`config.mk`:
```
export PLATFORM = sky130hd
export DESIGN_NAME = round_ctrl
export DESIGN_NICKNAME = d
export VERILOG_FILES = /design/src/rtl/game_pkg.sv /design/src/rtl/lfsr8.sv /design/src/rtl/round_ctrl.sv
export SDC_FILE = /design/constraint.sdc
export NUM_CORES = 1
export LEC_CHECK = 0
export ABC_CLOCK_PERIOD_IN_PS = 4400
export CAP_MARGIN = 20
export CORE_MARGIN = 2
export CORE_UTILIZATION = 30
export CTS_CLUSTER_SIZE = 14
export DETAILED_ROUTE_END_ITERATION = 8
export SLEW_MARGIN = 0
export SYNTH_ARGS = -nofsm -noshare
export SYNTH_HDL_FRONTEND = slang
export SYNTH_HIERARCHICAL = 1
export SYNTH_SLANG_ARGS = --single-unit
```
`constraint.sdc`:
```
create_clock -name clk -period 4.4 [get_ports clk]
set_input_delay 0.88 -clock clk [delete_from_list [all_inputs] [get_ports clk]]
set_output_delay 0.88 -clock clk [all_outputs]
set_load 0.05 [all_outputs]
```
`src/rtl/game_pkg.sv`:
```
// Shared types and constants for the binary number game: round FSM states,
// datapath widths and the target LFSR step function.
package game_pkg;

    localparam int TIME_W = 5;
    localparam int NUM_W  = 8;
    localparam int CNT_W  = 4;

    // Taps for x^8+x^6+x^5+x^4+1 on a left-shifting register (bits 7,5,4,3)
    localparam logic [NUM_W-1:0] LFSR_TAPS = 8'hB8;

    typedef enum logic [2:0] {
        ST_IDLE = 3'd0,
        ST_LOAD = 3'd1,
        ST_PLAY = 3'd2,
        ST_NEXT = 3'd3,
        ST_OVER = 3'd4
    } state_t;

    function automatic logic [NUM_W-1:0] lfsr_step(input logic [NUM_W-1:0] v);
        return {v[NUM_W-2:0], ^(v & LFSR_TAPS)};
    endfunction

endpackage

```
`src/rtl/lfsr8.sv`:
```
// Free-running 8-bit Fibonacci LFSR; a nonzero seed keeps it off the all-zero
// lock-up state, so every value it presents is nonzero.
module lfsr8
    import game_pkg::*;
#(
    parameter logic [NUM_W-1:0] SEED = 8'hA5
) (
    input  logic             clk,
    input  logic             rst_n,
    output logic [NUM_W-1:0] value_o
);

    logic [NUM_W-1:0] lfsr_q;
    logic [NUM_W-1:0] lfsr_d;

    assign lfsr_d  = lfsr_step(lfsr_q);
    assign value_o = lfsr_q;

    always_ff @(posedge clk or negedge rst_n) begin
        if (!rst_n) begin
            lfsr_q <= SEED;
        end else begin
            lfsr_q <= lfsr_d;
        end
    end

endmodule

```
`src/rtl/round_ctrl.sv`:
```
// Round sequencer for the binary number game: loads the seconds timer, draws a
// target, scores the player's guess or the timer expiry, and counts rounds.
module round_ctrl
    import game_pkg::*;
#(
    parameter logic [TIME_W-1:0] ROUND_TIME = 5'd20,
    parameter logic [CNT_W-1:0]  NUM_ROUNDS = 4'd10,
    parameter logic [NUM_W-1:0]  LFSR_SEED  = 8'hA5
) (
    input  logic              clk,
    input  logic              rst_n,
    input  logic              start,
    input  logic              submit,
    input  logic [NUM_W-1:0]  guess,
    input  logic [TIME_W-1:0] timeleft,
    input  logic              end_f,
    output logic              time_f,
    output logic [TIME_W-1:0] time_v,
    output logic [NUM_W-1:0]  target,
    output logic [CNT_W-1:0]  score,
    output logic [CNT_W-1:0]  round,
    output logic              last_correct,
    output logic              timed_out,
    output logic              playing,
    output logic              game_over,
    output logic [TIME_W-1:0] secs
);

    state_t            state_q, state_d;
    logic [NUM_W-1:0]  target_q, target_d;
    logic [CNT_W-1:0]  score_q, score_d;
    logic [CNT_W-1:0]  round_q, round_d;
    logic              last_correct_q, last_correct_d;
    logic              timed_out_q, timed_out_d;
    logic              time_f_q, playing_q, game_over_q;
    logic [TIME_W-1:0] secs_q;
    logic [NUM_W-1:0]  lfsr_val;

    lfsr8 #(
        .SEED    (LFSR_SEED)
    ) u_lfsr (
        .clk     (clk),
        .rst_n   (rst_n),
        .value_o (lfsr_val)
    );

    always_comb begin
        state_d        = state_q;
        target_d       = target_q;
        score_d        = score_q;
        round_d        = round_q;
        last_correct_d = last_correct_q;
        timed_out_d    = timed_out_q;
        case (state_q)
            ST_IDLE, ST_OVER: begin
                if (start) begin
                    state_d = ST_LOAD;
                    score_d = '0;
                    round_d = '0;
                end
            end
            ST_LOAD: begin
                target_d = lfsr_val;
                state_d  = ST_PLAY;
            end
            ST_PLAY: begin
                // Expiry takes priority: a guess landing on the same cycle is discarded
                if (end_f) begin
                    last_correct_d = 1'b0;
                    timed_out_d    = 1'b1;
                    state_d        = ST_NEXT;
                end else if (submit) begin
                    timed_out_d    = 1'b0;
                    last_correct_d = (guess == target_q);
                    if (guess == target_q) begin
                        score_d = score_q + CNT_W'(1);
                    end
                    state_d = ST_NEXT;
                end
            end
            ST_NEXT: begin
                round_d = round_q + CNT_W'(1);
                state_d = (round_d == NUM_ROUNDS) ? ST_OVER : ST_LOAD;
            end
            default: state_d = ST_IDLE;
        endcase
    end

    always_ff @(posedge clk or negedge rst_n) begin
        if (!rst_n) begin
            state_q        <= ST_IDLE;
            target_q       <= '0;
            score_q        <= '0;
            round_q        <= '0;
            last_correct_q <= 1'b0;
            timed_out_q    <= 1'b0;
            time_f_q       <= 1'b0;
            playing_q      <= 1'b0;
            game_over_q    <= 1'b0;
            secs_q         <= '0;
        end else begin
            state_q        <= state_d;
            target_q       <= target_d;
            score_q        <= score_d;
            round_q        <= round_d;
            last_correct_q <= last_correct_d;
            timed_out_q    <= timed_out_d;
            // Status flags are decoded from the next state so they line up with it
            time_f_q       <= (state_d == ST_LOAD);
            playing_q      <= (state_d == ST_PLAY);
            game_over_q    <= (state_d == ST_OVER);
            secs_q         <= timeleft;
        end
    end

    assign time_f       = time_f_q;
    assign time_v       = ROUND_TIME;
    assign target       = target_q;
    assign score        = score_q;
    assign round        = round_q;
    assign last_correct = last_correct_q;
    assign timed_out    = timed_out_q;
    assign playing      = playing_q;
    assign game_over    = game_over_q;
    assign secs         = secs_q;

endmodule

```
==> out/summary.txt <==
status -> complete, no violations
postcts setup bufs -> 0
final net count -> 202
worst path required time -> 3.52 ns
per-cell routed wire length -> 12.61 um
# resized after CTS -> 0
vias per cell -> 4.445
later-pin clock latency in the skew report -> 0.28 ns
Syn-to-layout area delta -> 34.48%
Final Cycle Share -> 57.51%
switching portion of total power -> 35.12%
max_slew headroom -> 51.06%
PortBufs -> 43
Cell Area, Synth -> 1669 sq um
share of cells above drive strength 1 -> 14.29%
Die H -> 78.59 um
highest clock rate -> 395.2 MHz
Final Hold Fails -> 0
commonest non-fill, non-tap cells in the layout -> clkdlybuf4s50_1 (43), dfrtp_1 (33), nor2_1 (10), nand2_1 (9), mux2_2 (9)
root buffer cell -> clkbuf_8
register area share after synthesis -> 55.77%
# setup viols final -> 0
vias in the first global route -> 1,117
dpl cell area -> 2111 sq um
crit path capture type -> output pin
H-tree Lvls -> 2
WP buf/inv -> 1
leading cell type in the layout, fill and taps excluded -> clkdlybuf4s50_1
cell count after synthesis -> 141
critical-path maximum fanout -> 9
initial antenna violation count -> 0
worst path cell trace -> clkdlybuf4s50_1
PnR worst setup slack -> 1.869 ns
drt drc -> 0
total chip power -> 1152 uW
diodes inserted -> 0
Ys Warns -> 6
area taken by multi-input logic gates -> 644.4 sq um
die width -> 78.59 um
Max Root-Sink Buffers -> 2
syn_area_per_cell -> 11.84 sq um
Routed WL -> 3203 um
row cnt -> 27
total number of vias -> 1,129
gr usage total -> 11.18%
number of synthesized flops with an enable pin -> 0
global-route wire length before repair -> 5368 um
P_int -> 747.5 uW
crit-path leading delay family -> buffers and inverters
ys async rst share -> 100.0%
setup_tns -> 0 ns
Combinational Power Share -> 32.3%
min-delay worst type -> flip-flop to flip-flop
Detail Route Antenna Nets -> 0
VDD IR max -> 0.1917 mV
Min Clock Period, post-route -> 2.531 ns
RSZ-0062 raised after global routing -> no
Core Region -> 5439 sq um
Die ar. -> 6176 sq um
total leakage power -> 0.0009731 uW
Pwr Density -> 513.2 nW/um^2
WS Path Type -> flip-flop to output pin
largest net degree at the start of global routing -> 38
Arr. time, crit path -> 1.65 ns
global route overflow -> 0
max incr delay on CP -> 0.86 ns
# IOs -> 49
Seq pwr share -> 37.6%
MaxCap Viol Count -> 0
Distinct cells, synth -> 37
Tightest Pin Transition -> 0.7326 ns
Worst-path clk slew -> 0.07 ns
Synth Flop Type -> dfrtp_1
total CTS buffers -> 5
Clk pwr share -> 30.0%
Initial DRT Pass Iterations -> 4
cell area after layout -> 2245 sq um
Seq. cell area -> 930.9 sq um
Place WS -> 1.620 ns
Pins Over Slew Limit -> 0
filler instances -> 531
NetSw -> 404.6 uW
Slowest-stage cell, CP -> clkdlybuf4s50_1
Iter 0 DRT Violations -> 93
Sink Count -> 37
clk_skew -> 0.004964 ns
crit path launch type -> flip-flop
GP Congestion -> 0.7862
Initial Util -> 30.69%
HPWL Detailed -> 2252 um
CTS tree -> done
Post-CTS Hold Fix Bufs -> 0
Yosys reg bits -> 37
[final cells by class]
class                      count  area share (%)
sequential                    37           41.47
multi-input combinational     91           28.71
timing repair buffer          44           19.51
tap                           72           4.013
clock buffer                   5           3.066
clock inverter                 3           2.899
inverter                       2          0.3344
[power groups by stage]
stage	clock, uW	sequential [uW]	combinational, uW
after floorplan	0	511	188
after global placement	0	440	375
after detailed placement	0	440	376
after CTS	356	433	377
after global routing	372	442	404
final	346	434	372
[per-layer routing]
metal | global-route usage, % | vias up | routed length, um
li1 | - | 557 | -
met1 | 14.90 | 523 | 1558
met2 | 15.98 | 43 | 1370
met3 | 4.828 | 6 | 235
met4 | 4.211 | 0 | 38
met5 | 0 | - | 0
[flip-flops by register name, summed over array words and instances, names as in the netlist]
register	count
game_over	1
last_correct	1
playing	1
round	4
score	4
secs	5
state_q	3
target	8
time_f	1
timed_out	1
u_lfsr/value_o	8
[Yosys cell counts (2+ instances only)]
cell	n	area share (%)
dfrtp_1	33	49
xnor2_1	8	4.2
conb_1	2	0.45
o21ai_0	5	1.5
nand3_1	2	0.60
inv_1	2	0.45
nor2b_1	3	1.1
nand2_1	9	2.0
nand2b_1	3	1.1
dfstp_2	4	6.3
clkbuf_1	2	0.45
buf_4	12	5.4
a22o_1	3	1.6
a21oi_1	7	2.1
ha_1	3	2.2
xor2_1	3	1.6
a211oi_1	2	0.90
mux2_2	9	6.1
nor2_1	10	2.2
o32ai_1	2	1.0
[kinds of logic after synthesis]
family | Yosys count | share of synthesized area [%]
DFF | 37 | 55.77
and+or+nand+nor | 35 | 11.47
AOI/OAI and AO/OA | 27 | 11.32
buffers and inverters | 16 | 6.297
xor gates and xnor gates | 11 | 5.773
muxes | 10 | 6.672
adders and majority gates | 3 | 2.249
other | 2 | 0.4499
[final timing paths]
kind / slack [ns] / endpoint / from / cells after the start
min reg2reg: 0.38 / u_lfsr/value_o[2] / u_lfsr/value_o[1] / 0
max in group asynchronous: 3.02 / u_lfsr/value_o[7] / rst_n / 2
min in group asynchronous: 1.01 / target[1] / rst_n / 2
max reg2reg: 2.13 / score[2] / state_q[1] / 5
max: 1.87 / round[0] / round[0] / 1
min: 0.38 / u_lfsr/value_o[2] / u_lfsr/value_o[1] / 0
[per-stage QoR]
stage	hold slack, ns	utilization [%]	cells
floorplan	0.3556	-	144
global placement	0.3613	38.81	246
detailed placement	0.3572	38.81	246
CTS	0.3752	41.27	254
global route	0.3845	41.27	254
finish	0.3776	41.27	254
Note: power is estimated with default switching activity, not from simulation.
